$ cat config.mk
export PLATFORM = sky130hd
export DESIGN_NAME = tron_move_scheduler
export DESIGN_NICKNAME = d
export VERILOG_FILES = /design/src/rtl/tron_move_scheduler.sv
export SDC_FILE = /design/constraint.sdc
export NUM_CORES = 1
export LEC_CHECK = 0
export CAP_MARGIN = 25
export CORE_MARGIN = 2
export CORE_UTILIZATION = 37
export CTS_CLUSTER_SIZE = 40
export DETAILED_ROUTE_END_ITERATION = 7
export PLACE_DENSITY = 0.58
export REMOVE_ABC_BUFFERS = 1
export SLEW_MARGIN = 20
export SYNTH_ARGS = -nofsm -noshare
export SYNTH_HDL_FRONTEND = slang
export SYNTH_SLANG_ARGS = --single-unit
$ cat constraint.sdc
create_clock -name CLOCK_50 -period 3.07 [get_ports CLOCK_50]
set_input_delay 0.614 -clock CLOCK_50 [delete_from_list [all_inputs] [get_ports CLOCK_50]]
set_output_delay 0.614 -clock CLOCK_50 [all_outputs]
set_load 0.02 [all_outputs]
$ cat src/rtl/tron_move_scheduler.sv
// Movement-tick controller for the two-player light-cycle game: steps both heads once per tick,
// checks walls, head-on contact and trails via the shared trail-memory port, then plots the new heads.
`timescale 1ns/1ps
module tron_move_scheduler #(
    parameter int TICK_DIV = 1666666,
    parameter int X_MAX    = 159,
    parameter int Y_MAX    = 119,
    parameter int P1_X0    = 20,
    parameter int P1_Y0    = 60,
    parameter int P2_X0    = 140,
    parameter int P2_Y0    = 60
) (
    input  logic       CLOCK_50,
    input  logic       reset,
    input  logic       start,
    input  logic [1:0] dir1,
    input  logic [1:0] dir2,
    output logic       rd_req,
    output logic [7:0] rd_x,
    output logic [6:0] rd_y,
    input  logic       rd_valid,
    input  logic       rd_data,
    output logic       plot,
    output logic [7:0] plot_x,
    output logic [6:0] plot_y,
    output logic [2:0] plot_colour,
    output logic [7:0] x1,
    output logic [6:0] y1,
    output logic [7:0] x2,
    output logic [6:0] y2,
    output logic [1:0] crash,
    output logic       game_over,
    output logic       busy,
    output logic [3:0] fsm_state
);
    typedef enum logic [3:0] {
        IDLE, INIT1, INIT2, WAIT_TICK, STEP, CHECK1, CHECK2, RESOLVE, PLOT1, PLOT2, OVER
    } state_t;

    localparam int TICK_W = (TICK_DIV > 1) ? $clog2(TICK_DIV) : 1;
    localparam logic [TICK_W-1:0] TICK_LAST = TICK_W'(TICK_DIV - 1);
    localparam logic signed [8:0] X_LIM = 9'(X_MAX);
    localparam logic signed [7:0] Y_LIM = 8'(Y_MAX);

    state_t state, state_next;
    logic [TICK_W-1:0] tick_cnt;
    logic [1:0] heading1, heading2;
    logic [1:0] new_h1, new_h2;
    logic signed [8:0] cx1, cx2, cx1_q, cx2_q;
    logic signed [7:0] cy1, cy2, cy1_q, cy2_q;
    logic wall1, wall2, same;

    // A request that exactly reverses the current heading differs only in bit 1.
    function automatic logic [1:0] pick_heading(input logic [1:0] cur, input logic [1:0] req);
        return (req == (cur ^ 2'b10)) ? cur : req;
    endfunction

    function automatic logic signed [8:0] step_x(input logic [7:0] x, input logic [1:0] h);
        logic signed [8:0] v;
        v = $signed({1'b0, x});
        if (h == 2'b01)      v = v + 9'sd1;
        else if (h == 2'b11) v = v - 9'sd1;
        return v;
    endfunction

    function automatic logic signed [7:0] step_y(input logic [6:0] y, input logic [1:0] h);
        logic signed [7:0] v;
        v = $signed({1'b0, y});
        if (h == 2'b00)      v = v + 8'sd1;
        else if (h == 2'b10) v = v - 8'sd1;
        return v;
    endfunction

    always_comb begin
        new_h1 = pick_heading(heading1, dir1);
        new_h2 = pick_heading(heading2, dir2);
        cx1    = step_x(x1, new_h1);
        cy1    = step_y(y1, new_h1);
        cx2    = step_x(x2, new_h2);
        cy2    = step_y(y2, new_h2);
        wall1  = cx1[8] | (cx1 > X_LIM) | cy1[7] | (cy1 > Y_LIM);
        wall2  = cx2[8] | (cx2 > X_LIM) | cy2[7] | (cy2 > Y_LIM);
        same   = (cx1 == cx2) && (cy1 == cy2);
    end

    always_ff @(posedge CLOCK_50) begin
        if (reset) state <= IDLE;
        else       state <= state_next;
    end

    always_comb begin
        state_next = state;
        case (state)
            IDLE:      if (start) state_next = INIT1;
            INIT1:     state_next = INIT2;
            INIT2:     state_next = WAIT_TICK;
            WAIT_TICK: if (tick_cnt == TICK_LAST) state_next = STEP;
            STEP:      state_next = CHECK1;
            CHECK1:    if (crash[0] || (rd_req && rd_valid)) state_next = CHECK2;
            CHECK2:    if (crash[1] || (rd_req && rd_valid)) state_next = RESOLVE;
            RESOLVE:   state_next = (crash != 2'b00) ? OVER : PLOT1;
            PLOT1:     state_next = PLOT2;
            PLOT2:     state_next = WAIT_TICK;
            OVER:      state_next = OVER;
            default:   state_next = IDLE;
        endcase
    end

    // Read handshake: rd_req rises in the first cycle of a CHECK state, holds a stable
    // address until rd_valid is sampled high, then drops on that same edge.
    always_ff @(posedge CLOCK_50) begin
        if (reset) begin
            tick_cnt    <= '0;
            heading1    <= 2'b01;
            heading2    <= 2'b11;
            x1          <= 8'(P1_X0);
            y1          <= 7'(P1_Y0);
            x2          <= 8'(P2_X0);
            y2          <= 7'(P2_Y0);
            cx1_q       <= '0;
            cy1_q       <= '0;
            cx2_q       <= '0;
            cy2_q       <= '0;
            crash       <= 2'b00;
            rd_req      <= 1'b0;
            rd_x        <= '0;
            rd_y        <= '0;
            plot        <= 1'b0;
            plot_x      <= '0;
            plot_y      <= '0;
            plot_colour <= '0;
            game_over   <= 1'b0;
            busy        <= 1'b0;
        end else begin
            tick_cnt <= (state == WAIT_TICK && tick_cnt != TICK_LAST) ? tick_cnt + 1'b1 : '0;
            case (state)
                STEP: begin
                    heading1 <= new_h1;
                    heading2 <= new_h2;
                    cx1_q    <= cx1;
                    cy1_q    <= cy1;
                    cx2_q    <= cx2;
                    cy2_q    <= cy2;
                    crash    <= {wall2 | same, wall1 | same};
                end
                CHECK1: if (!crash[0]) begin
                    if (!rd_req) begin
                        rd_req <= 1'b1;
                        rd_x   <= cx1_q[7:0];
                        rd_y   <= cy1_q[6:0];
                    end else if (rd_valid) begin
                        rd_req   <= 1'b0;
                        crash[0] <= rd_data;
                    end
                end
                CHECK2: if (!crash[1]) begin
                    if (!rd_req) begin
                        rd_req <= 1'b1;
                        rd_x   <= cx2_q[7:0];
                        rd_y   <= cy2_q[6:0];
                    end else if (rd_valid) begin
                        rd_req   <= 1'b0;
                        crash[1] <= rd_data;
                    end
                end
                RESOLVE: if (crash == 2'b00) begin
                    x1 <= cx1_q[7:0];
                    y1 <= cy1_q[6:0];
                    x2 <= cx2_q[7:0];
                    y2 <= cy2_q[6:0];
                end
                default: ;
            endcase

            plot <= 1'b0;
            case (state_next)
                INIT1: begin
                    plot <= 1'b1; plot_x <= 8'(P1_X0); plot_y <= 7'(P1_Y0); plot_colour <= 3'b100;
                end
                INIT2: begin
                    plot <= 1'b1; plot_x <= 8'(P2_X0); plot_y <= 7'(P2_Y0); plot_colour <= 3'b001;
                end
                PLOT1: begin
                    plot <= 1'b1; plot_x <= cx1_q[7:0]; plot_y <= cy1_q[6:0]; plot_colour <= 3'b100;
                end
                PLOT2: begin
                    plot <= 1'b1; plot_x <= cx2_q[7:0]; plot_y <= cy2_q[6:0]; plot_colour <= 3'b001;
                end
                default: ;
            endcase
            game_over <= (state_next == OVER);
            busy      <= !(state_next == IDLE || state_next == WAIT_TICK || state_next == OVER);
        end
    end

    assign fsm_state = state;
endmodule
==> results of run 1 <==
==> cell families (layout without fill, tap and decap cells) <==
| family | Yosys count | in the layout | share of synthesized area, % |
|---|---|---|---|
| flip-flops | 127 | 127 | 38.2 |
| AND/OR/NAND/NOR | 356 | 356 | 26.2 |
| XOR/XNOR | 56 | 56 | 7.49 |
| multiplexers | 46 | 46 | 7.36 |
| other | 1 | 1 | 0.0564 |
| AO/OA/AOI/OAI | 144 | 144 | 14.4 |
| adder cells (fa/ha/maj) | 10 | 10 | 1.88 |
| buffers and inverters | 69 | 211 | 4.35 |
==> layout make-up <==
cell class	instances	area, um2
Sequential cell	127	2540
Multi-Input combinational cell	613	3870
Inverter	18	67.6
Fill cell	1741	8990
Clock inverter	13	149
Timing Repair Buffer	161	1420
Tap cell	229	287
Clock buffer	19	453
==> routing by layer <==
layer	wire (um)	global-route usage (%)	vias to the layer above
met1	9780	28.7	2887
li1	-	-	3114
met5	0	0	-
met3	736	4.40	15
met2	8880	32.5	134
met4	180	5.21	0
==> synth_stat cells (all sizes together), types with 13 or more instances <==
cell type and count:
xnor2 39, a211oi 45, nand2b 13, dfxtp 127, nor2 96, nor3 17, clkbuf 42, o21ai 22
nand2 118, a21oi 42, mux2i 43, nand4 16, xor2 17, nand3 28, inv 18
==> registers in the layout, summed over array words and instances (netlist names) <==
| signal | count |
|---|---|
| busy | 1 |
| cx2_q | 8 |
| rd_req | 1 |
| cy1_q | 7 |
| cx1_q | 8 |
| fsm_state | 4 |
| x1 | 8 |
| rd_x | 8 |
| heading2 | 2 |
| x2 | 8 |
| plot_y | 7 |
| rd_y | 7 |
| plot | 1 |
| plot_x | 8 |
| cy2_q | 7 |
| y1 | 7 |
| y2 | 7 |
| heading1 | 2 |
| crash | 2 |
| plot_colour | 2 |
| game_over | 1 |
| tick_cnt | 21 |
==> power by group <==
part,internal [W],switching [W]
clock network,0.00125,0.000819
registers,0.00167,0.0000115
logic,0.000127,0.000175
==> worst min path at each step <==
stage	start	to	slack, ns	cells after the start
after global placement	cx1_q[7]	cx1_q[7]	0.46	2
after detailed placement	cx1_q[7]	cx1_q[7]	0.46	2
final	cx1_q[7]	cx1_q[7]	0.47	2
after floorplan	tick_cnt[0]	tick_cnt[0]	0.44	1
after CTS	cx1_q[7]	cx1_q[7]	0.47	2
after global routing	cx2_q[1]	x2[1]	0.50	2
==> through the flow <==
stage / area [um2] / setup TNS [ns]
final: 8790 / 0
after global routing: 8790 / 0
after CTS: 8750 / 0
after detailed placement: 8150 / -0.650
after global placement: 8150 / -0.550
after floorplan: 6430 / -55.09
==> placed cells by master (no fill, tap or decap), types with 4 or more instances in the layout <==
cell type        count
a21oi_1             42
clkdlybuf4s50_1     77
nor3_1              15
inv_1               18
or4_1                4
nor2b_1              4
ha_1                10
a222oi_1             7
nor4_1               6
nand4_1             16
xnor2_1             38
dfxtp_1            127
inv_6                6
nand2_1            118
o21a_1               5
buf_4               80
a211oi_1            44
mux2i_1             41
nand2b_1            13
or3_1                6
o21ai_0             22
o211ai_1             5
nand3b_1             4
clkbuf_16           17
a22oi_1              4
and3_1               7
nor2_1              94
nand3_1             28
a31oi_1              6
xor2_1              16
nor3b_1              4
==> worst max-delay path, cell delays in order <==
cell and delay (ns):
clkdlybuf4s50_1 0.46, buf_4 0.18, mux2i_1 0.34, xnor2_1 0.11
mux2i_1 0.29, xnor2_1 0.18, buf_4 0.15, nand4_1 0.14
nor4_2 0.31, a31oi_1 0.16, a211oi_2 0.24
==> what timing repair did <==
item	4_1_cts	5_1_grt
gates resized for setup	0	6
hold buffers	0	0
endpoints found under the setup margin	0	2
==> results.md, run 1 <==
- Total power: 0.00406 W
- Clk slew on worst S/H paths: 0.07 ns
- Layout cells sized above 1: 14.6%
- Hold Worst Slack: 0.474 ns
- Via density: 5.21
- Top_reg_cell synth: dfxtp_1
- R2R depth: 8
- DR pass1 iterations: 5
- Synth Warn #: 0
- Post-CTS Setup Bufs: 0
- Die width: 138 um
- RSZ-0062 raised after global routing: false
- ANT nets after route: 0
- CP required: 3.42 ns
- Height of the die: 138 um
- Max-slew headroom: 41.8%
- Reg2Reg Setup Slack: 0.43 ns
- Initial antenna violation count: 0
- Detailed-route DRC error count: 0
- Max Freq: 354 MHz
- Nets: 957
- Worst vdd ir: 0.364 mV
- Final Non-Filler Cells: 1,180
- Post-DP HPWL: between 10,000 and 15,000 um
- CTS tree: built
- Synth area leaders: dfxtp_1 38%, nand2_1 6.7%, mux2i_1 6.2%
- Worst Skew: ~0.010 ns
- Die area: 19,100 um2
- Num ports: 82
- First-pass GRT wire length: approximately 32,000 um
- Crit path from: dir2[1]
- Total track usage: 20.6%
- Root Driver: clkbuf_16
- H-tree Lvls: 4
- Clock Path Buffers: 2
- Pleak: 3.17 nW
- Worst setup endpoint: crash[1]
- Initial cell density of the core: 37.4%
- Synthesized instance count: about 810
- Minimum clock period after layout: 2.82 ns
- Worst-skew pair later-pin latency: 0.43 ns
- Startpoint Class: input port
- Mapped Area: 6650 um2
- Cell taking the most area after synthesis: dfxtp_1
- Final Core Density: 49.4%
- Worst-margin pin slew: 0.870 ns
- Reg-to-Reg End: crash[1]
- # setup viols final: 0
- EDFF count, synth: 0
- Routed wire length: just under 20,000 um
- Number of global-route vias before repair: between 5,000 and 6,000
- Post-synth top area share: between 30% and 40%
- DR vias: 6,150
- GRT overflow: 0
- Slew Viols, Final: 0
- Setup ws final: 0.245 ns
- Area Growth Syn to Fin: 32.2%
- Clock tree sinks: 127
- Post-synthesis cell type count: 63
- Number of max-cap violations: 0
- Crit Path Category: input port to flip-flop
- Antenna Cells: 0
- Worst r2r src: heading1[0]
- Core ar.: ~18,000 um2
- Dpl ws: -0.328 ns
- Wire per inst: 16.6 um
- Port bufs: 80
- DR iter-0 viols: 444
- Status: finished clean
- Syn_area_per_cell: between 8 and 9 um2
- Hold Crit Class: flip-flop to flip-flop
- CP max FO: 4
- Total clock buffers created by CTS: 17
- Placer's final routability congestion estimate: 0.904
- Share of flip-flops with an asynchronous set or reset: 0%
- PwrDens: 462 nW/um2
- Worst setup EP type: flip-flop
- Tcrit/Tclk final: ~90%
- Yosys reg bits: 127
- Row cnt: a little under 50
- Final Hold Fails: 0
- Post-placement cell count: 1,148
- Largest net degree at the start of global routing: 48
- WP data arrival: about 3.2 ns
- Sequential share of the synthesized area: 38.2%
No activity file was read; power rests on OpenSTA's default activity.
==> run 2, diff against run 1 <==
--- a/config.mk
+++ b/config.mk
@@ -10,6 +10,8 @@
 export CORE_UTILIZATION = 37
 export CTS_CLUSTER_SIZE = 40
 export DETAILED_ROUTE_END_ITERATION = 7
+export HOLD_SLACK_MARGIN = 0.06
+export MAX_ROUTING_LAYER = met4
 export PLACE_DENSITY = 0.58
 export REMOVE_ABC_BUFFERS = 1
 export SLEW_MARGIN = 20
==> run 2 against run 1 <==
  * Non-clock buffer count fell by 2
  * Fmax is essentially flat
  * Clock power is essentially flat
  * Largest cell class unchanged
  * First-iteration DRC count decreased by 5.6%
  * Combinational power is essentially flat
  * Flip-flop and latch count unchanged
  * Final cell count fell by 0.17%
  * Cell area barely moved
==> results.md, run 2 (synthesized netlist as in run 1, its figures left out) <==
- Status: finished clean (unchanged)
- ANT nets after route: 0 (unchanged)
- Die area: 19,100 um2 (unchanged)
- Worst-skew pair later-pin latency: 0.43 ns (about the same)
- DR iter-0 viols: 419 (was 444)
- # setup viols final: 0 (unchanged)
- Antenna Cells: 0 (unchanged)
- Wire per inst: 16.6 um (about the same)
- Area Growth Syn to Fin: 32.3% (was 32.2%)
- First-pass GRT wire length: 31,300 um (was 31,800 um)
- Largest net degree at the start of global routing: 47 (was 48)
- Clock Path Buffers: 2 (unchanged)
- Initial cell density of the core: 37.4% (unchanged)
- Final Non-Filler Cells: 1,178 (was 1,180)
- Final Core Density: 49.5% (was 49.4%)
- Minimum clock period after layout: 2.82 ns (about the same)
- Post-route cell area: 8800 um2 (was 8790 um2)
- Row cnt: 49 (unchanged)
- Most frequent cells in the layout: 127 x dfxtp_1, 118 x nand2_1, 94 x nor2_1 (unchanged)
- Clock tree sinks: 127 (unchanged)
- PwrDens: 461 nW/um2 (was 462 nW/um2)
- Height of the die: 138 um (unchanged)
- Layout cells sized above 1: 14.3% (was 14.6%)
- Hold Crit Class: flip-flop to flip-flop (unchanged)
- Core ar.: 17,800 um2 (unchanged)
- Via density: 5.25 (was 5.21)
- Slew Viols, Final: 0 (unchanged)
- Placer's final routability congestion estimate: 0.933 (was 0.904)
- Worst setup EP type: flip-flop (unchanged)
- CP required: 3.41 ns (was 3.42 ns)
- Final Hold Fails: 0 (unchanged)
- Hold Path Stages: 2 (unchanged)
- Worst vdd ir: 0.384 mV (was 0.364 mV)
- CTS tree: built (unchanged)
- Post-placement cell count: 1,146 (was 1,148)
- Routed wire length: 19,600 um (about the same)
- Post-DP HPWL: 13,800 um (was 13,700 um)
- Delay-heaviest family, CP: buffers and inverters (unchanged)
- CP Cell Sequence: clkdlybuf4s50_1 -> buf_4 -> mux2i_1 -> buf_4 -> mux2i_1 -> xnor2_1 -> xnor2_1 -> buf_4 -> nand4_1 -> nor4_2 -> a31oi_1 -> a211oi_2 (was clkdlybuf4s50_1 -> buf_4 -> mux2i_1 -> xnor2_1 -> mux2i_1 -> xnor2_1 -> buf_4 -> nand4_1 -> nor4_2 -> a31oi_1 -> a211oi_2)
- Number of global-route vias before repair: 5,744 (was 5,891)
- Crit path top cell by count: buf_4
- Hold Worst Slack: 0.476 ns (was 0.474 ns)
- Pleak: 3.16 nW (was 3.17 nW)
- DR pass1 iterations: 7 (was 5)
- WP data arrival: 3.16 ns (was 3.18 ns)
- Port bufs: 80 (unchanged)
- R2R depth: 9 (was 8)
- Crit Path Category: input port to flip-flop (unchanged)
- Post-DP Area: 8150 um2 (about the same)
- Nets: 955 (was 957)
- Commonest non-fill, non-tap cell in the layout: dfxtp_1 (unchanged)
- H-tree Lvls: 4 (unchanged)
- Number of max-cap violations: 0 (unchanged)
- Stages on worst setup path: 12 (was 11)
- Total track usage: 21.0% (was 20.6%)
- GRT overflow: 0 (unchanged)
- Die width: 138 um (unchanged)
- Post-CTS Setup Bufs: 0 (unchanged)
- Slowest cell delay on critical path: 0.44 ns (was 0.46 ns)
- DR vias: 6,189 (was 6,150)
- RSZ-0062 raised after global routing: false (unchanged)
- CP bufs+invs: 4 (was 3)
- Max reg flops: 21 (unchanged)
- CP max stage cell: clkdlybuf4s50_1 (unchanged)
- Clk slew on worst S/H paths: 0.06 ns (was 0.07 ns)
- Max-slew headroom: 41.3% (was 41.8%)
- Largest Register: tick_cnt (unchanged)
- Root Driver: clkbuf_16 (unchanged)
- Max Freq: 354 MHz (about the same)
- Initial antenna violation count: 0 (unchanged)
- Startpoint Class: input port (unchanged)
- Tcrit/Tclk final: 91.9% (was 92.0%)
- Worst-margin pin slew: 0.878 ns (was 0.870 ns)
- Total clock buffers created by CTS: 17 (unchanged)
- Num ports: 82 (unchanged)
- Detailed-route DRC error count: 0 (unchanged)
- Worst Skew: 0.0132 ns (was 0.0103 ns)
- CP max FO: 4 (unchanged)
run 2: cell count changes in the layout (fill, tap and decap cells not counted), sizes merged:
cell,previous run,this run
clkinvlp,3,4
buf,82,80
clkbuf,19,22
clkinv,2,1
inv,24,21
run 2: stage by stage:
step,TNS [ns],total power [W],setup slack [ns]
after floorplan,-55.09,0.00186,-1.13
after global routing,0,0.00420,0.142
after detailed placement,-0.640,0.00202,-0.326
after global placement,-0.589,0.00202,-0.299
final,0,0.00406,0.248
after CTS,0,0.00410,0.108
run 2: worst paths after layout:
| check | to | start | slack (ns) |
|---|---|---|---|
| max | crash[1] | dir2[1] | 0.25 |
| min | cx1_q[7] | cx1_q[7] | 0.48 |
| max reg2reg | crash[1] | y2[1] | 0.38 |
| min reg2reg | cx1_q[7] | cx1_q[7] | 0.48 |
run 2: what timing repair did:
item | 4_1_cts | 5_1_grt
gates resized for setup | 0 | 6
endpoints found under the setup margin | 0 | 2
hold buffers | 0 | 0
run 2: area by class of cell:
cell class | instances | area (um2)
Tap cell | 229 | 287
Fill cell | 1769 | 8980
Clock inverter | 10 | 125
Timing Repair Buffer | 159 | 1420
Multi-Input combinational cell | 613 | 3870
Sequential cell | 127 | 2540
Clock buffer | 22 | 484
Inverter | 18 | 67.6
run 2: worst reg2reg max path, delay by kind of cell (launching register included):
| kind | cells | cell delay, ns |
|---|---|---|
| AOI/OAI and AO/OA | 2 | 0.26 |
| DFF | 1 | 0.53 |
| and+or+nand+nor | 5 | 1.30 |
| adders and majority gates | 1 | 0.28 |
| muxes | 1 | 0.24 |
run 2: routing by layer:
layer,up-vias,GRT usage (%),wire length (um)
met4,0,6.12,311
met2,149,31.5,8790
met3,26,3.88,937
li1,3108,-,-
met5,-,-,0
met1,2906,29.1,9550
run 2: power breakdown:
part / internal (W) / switching (W) / total [W] / leakage [nW]
clock network: 0.00129 / 0.000784 / 0.00207 / 0.286
registers: 0.00167 / 0.0000114 / 0.00168 / 1.03
logic: 0.000126 / 0.000175 / 0.000302 / 1.85
total: 0.00309 / 0.000971 / 0.00406 / 3.16
==> run 3, diff against run 2 <==
--- a/config.mk
+++ b/config.mk
@@ -5,6 +5,7 @@
 export SDC_FILE = /design/constraint.sdc
 export NUM_CORES = 1
 export LEC_CHECK = 0
+export ABC_AREA = 1
 export CAP_MARGIN = 25
 export CORE_MARGIN = 2
 export CORE_UTILIZATION = 37
@@ -12,7 +13,6 @@
 export DETAILED_ROUTE_END_ITERATION = 7
 export HOLD_SLACK_MARGIN = 0.06
 export MAX_ROUTING_LAYER = met4
-export PLACE_DENSITY = 0.58
 export REMOVE_ABC_BUFFERS = 1
 export SLEW_MARGIN = 20
 export SYNTH_ARGS = -nofsm -noshare
==> run 3 against run 2 <==
  * Synthesized area grew 10%
  * Critical endpoint unchanged
  * Clock skew shrank 0.0060 ns
  * Register-to-register slack gained 0.36 ns
  * Cell area grew 3.2%
  * Flip-flop and latch count is the same
  * First-iteration DRC count grew 15%
  * Critical path depth grew 7
  * Count of clock-buffer cells in the layout grew 1
  * Die area grew 10%
  * Non-clock buffer count shrank 61
  * Highest routed layer unchanged
  * Final cell count grew 25%
  * Largest cell class unchanged
==> results.md, run 3 <==
- Status: finished clean (unchanged)
- Clk slew on worst S/H paths: 0.06 ns (about the same)
- Worst setup EP type: flip-flop (unchanged)
- Wire per inst: 15.5 um (was 16.6 um)
- Hold-fix buffers, CTS: 0 (unchanged)
- Worst-margin pin slew: 0.738 ns (was 0.878 ns)
- Synth area leaders: dfxtp_1 35%, nand2_1 16%, inv_1 6.2% (was dfxtp_1 38%, nand2_1 6.7%, mux2i_1 6.2%)
- GR peak layer: met2 (unchanged)
- Synth Warn #: 0 (unchanged)
- Layout cells sized above 1: 7.11% (was 14.3%)
- Mapped Area: 7330 um2 (was 6650 um2)
- WP data arrival: 2.91 ns (was 3.16 ns)
- Detailed-route DRC error count: 0 (unchanged)
- Number of max-cap violations: 0 (unchanged)
- Area Growth Syn to Fin: 23.8% (was 32.3%)
- Antenna Cells: 0 (unchanged)
- Worst r2r src: x1[0] (was y2[1])
- CP required: 3.43 ns (was 3.41 ns)
- Clock Path Buffers: 2 (unchanged)
- Reg-to-Reg End: crash[1] (unchanged)
- EDFF count, synth: 0 (unchanged)
- Post-CTS Resized: 0 (unchanged)
- Post-DP HPWL: 16,700 um (was 13,800 um)
- Core ar.: 19,500 um2 (was 17,800 um2)
- Post-CTS Setup Bufs: 0 (unchanged)
- Clock tree sinks: 127 (unchanged)
- Worst setup endpoint: crash[1] (unchanged)
- DR pass1 iterations: 6 (was 7)
- Reg2Reg Setup Slack: 0.74 ns (was 0.38 ns)
- Final Hold Fails: 0 (unchanged)
- Number of global-route vias before repair: 6,931 (was 5,744)
- Clock share of power: 53.6% (was 51.1%)
- P_sw: 0.00106 W (was 0.000971 W)
- Met3 usage in global routing: 4.51% (was 3.88%)
- Total clock buffers created by CTS: 17 (unchanged)
- Switch share: 23.1% (was 23.9%)
- Sequential share of the synthesized area: 34.7% (was 38.2%)
- Cell taking the most area after synthesis: dfxtp_1 (unchanged)
- Root Driver: clkbuf_16 (unchanged)
- ANT nets after route: 0 (unchanged)
- Via density: 5.08 (was 5.25)
- M1 GR Usage: 28.6% (was 29.1%)
- Nets: 1,215 (was 955)
- First-pass GRT wire length: 35,800 um (was 31,300 um)
- Comb power frac: 9.2% (was 7.4%)
- Placer's final routability congestion estimate: 0.973 (was 0.933)
- Yosys reg bits: 127 (unchanged)
- Crit Path Category: input port to flip-flop (unchanged)
- Hold Crit Class: flip-flop to flip-flop (unchanged)
- Total track usage: 22.8% (was 21.0%)
- Syn_area_per_cell: 6.48 um2 (was 8.22 um2)
- Crit path from: dir1[0] (was dir2[1])
- Worst vdd ir: 0.409 mV (was 0.384 mV)
- Tcrit/Tclk final: 83.2% (was 91.9%)
- Port bufs: 80 (unchanged)
- Sequential power share: 37.2% (was 41.5%)
- PwrDens: 506 nW/um2 (was 461 nW/um2)
- Share of flip-flops with an asynchronous set or reset: 0% (unchanged)
- DR iter-0 viols: 480 (was 419)
- Top-count cell post-synth: nand2_1 (was dfxtp_1)
- Synthesized instance count: 1,131 (was 809)
- Post-synth top cells: 322 x nand2_1, 127 x dfxtp_1, 122 x inv_1 (was 127 x dfxtp_1, 118 x nand2_1, 96 x nor2_1)
- Worst-skew pair later-pin latency: 0.42 ns (was 0.43 ns)
- GRT overflow: 0 (unchanged)
- DR vias: 7,495 (was 6,189)
- Largest Register: tick_cnt (unchanged)
- Top_reg_cell synth: dfxtp_1 (unchanged)
- Startpoint Class: input port (unchanged)
- R2R depth: 16 (was 9)
- Max-slew headroom: 50.7% (was 41.3%)
- Minimum clock period after layout: 2.55 ns (was 2.82 ns)
- Die area: 21,000 um2 (was 19,100 um2)
- Initial antenna violation count: 0 (unchanged)
- Cell internal pwr: 0.00353 W (was 0.00309 W)
- CP max FO: 8 (was 4)
- RSZ-0062 raised after global routing: false (unchanged)
- Post-synth top area share: 34.7% (was 38.2%)
- Post-synthesis cell type count: 46 (was 63)
- Worst Skew: 0.00718 ns (was 0.0132 ns)
- Height of the die: 145 um (was 138 um)
- Commonest non-fill, non-tap cell in the layout: nand2_1 (was dfxtp_1)
- Fillers: 2,055 (was 1,769)
- Most frequent cells in the layout: 322 x nand2_1, 127 x dfxtp_1, 122 x inv_1 (was 127 x dfxtp_1, 118 x nand2_1, 94 x nor2_1)
- Largest net degree at the start of global routing: 73 (was 47)
- Setup_tns: 0 ns (unchanged)
- Pleak: 3.97 nW (was 3.16 nW)
- Num ports: 82 (unchanged)
- # setup viols final: 0 (unchanged)
- Die width: 145 um (was 138 um)
- Initial cell density of the core: 37.7% (was 37.4%)
- GR Util met2: 36.5% (was 31.5%)
- Row cnt: 51 (was 49)
- Routed wire length: 22,900 um (was 19,600 um)
- Slew Viols, Final: 0 (unchanged)
- Max reg flops: 21 (unchanged)
- Max Freq: 391 MHz (was 354 MHz)
- CTS tree: built (unchanged)
- H-tree Lvls: 4 (unchanged)
- Hold Worst Slack: 0.461 ns (was 0.476 ns)
## run 3: how the worst min path moves through the flow
stage | startpoint | cells past startpoint | endpoint
final | plot_colour[2] | 2 | plot_colour[2]
after global routing | cy1_q[2] | 2 | rd_y[2]
after CTS | plot_colour[2] | 2 | plot_colour[2]
after detailed placement | plot_colour[2] | 2 | plot_colour[2]
after global placement | tick_cnt[0] | 1 | tick_cnt[0]
after floorplan | tick_cnt[0] | 1 | tick_cnt[0]
## run 3: cells by family (layout without fill, tap and decap cells)
family / count (synthesis) / count (layout) / share of synthesized area (%)
AND/OR/NAND/NOR: 572 / 572 / 33.4
AO/OA/AOI/OAI: 206 / 206 / 16.2
buffers and inverters: 182 / 260 / 10.0
flip-flops: 127 / 127 / 34.7
XOR/XNOR: 33 / 33 / 3.94
adder cells (fa/ha/maj): 10 / 10 / 1.71
other: 1 / 1 / 0.0511
## run 3: routing by layer
| layer | vias to the layer above | wire length [um] |
|---|---|---|
| li1 | 3805 | - |
| met1 | 3447 | 10400 |
| met2 | 203 | 10500 |
| met3 | 40 | 1300 |
| met4 | 0 | 642 |
| met5 | - | 0 |
## run 3: cell type report
cell class / count / area [um2] / area share (%)
Sequential cell: 127 / 2540 / 28.0
Tap cell: 265 / 332 / 3.65
Clock inverter: 9 / 226 / 2.50
Clock buffer: 23 / 488 / 5.38
Multi-Input combinational cell: 822 / 4060 / 44.7
Timing Repair Buffer: 98 / 936 / 10.3
Inverter: 130 / 493 / 5.43
## run 3: critical path, stage by stage
cell	delay (ns)
clkdlybuf4s50_1	0.56
inv_2	0.06
nand2_1	0.09
nand2_1	0.07
nand2_1	0.12
nand2_2	0.14
nor2_4	0.19
nand2_1	0.07
o21ai_1	0.11
nand2_1	0.07
o21ai_0	0.13
nand2_1	0.08
nand2_1	0.08
nand3_1	0.08
nor2_1	0.11
nand2_1	0.09
nand2_1	0.07
nand2_1	0.06
a21oi_2	0.11
## run 3: power groups by stage
| stage | Sequential [W] | Combinational (W) | Clock (W) |
|---|---|---|---|
| global route | 0.00171 | 0.000466 | 0.00256 |
| detailed placement | 0.00174 | 0.000422 | 0 |
| finish | 0.00171 | 0.000423 | 0.00246 |
| global placement | 0.00174 | 0.000420 | 0 |
| CTS | 0.00171 | 0.000424 | 0.00249 |
| floorplan | 0.00178 | 0.000202 | 0 |
## run 3: metrics by stage
stage | worst slack [ns] | power [W] | instance area, um2 | utilization, % | std cells
6_report | 0.516 | 0.00459 | 9080 | 46.6 | 1474
5_1_grt | 0.328 | 0.00474 | 9080 | 46.6 | 1474
4_1_cts | 0.557 | 0.00462 | 9080 | 46.6 | 1474
3_5_place_dp | 0.123 | 0.00216 | 8360 | 43.0 | 1442
3_3_place_gp | 0.166 | 0.00216 | 8360 | 43.0 | 1442
2_1_floorplan | 0.305 | 0.00198 | 7090 | - | 1079
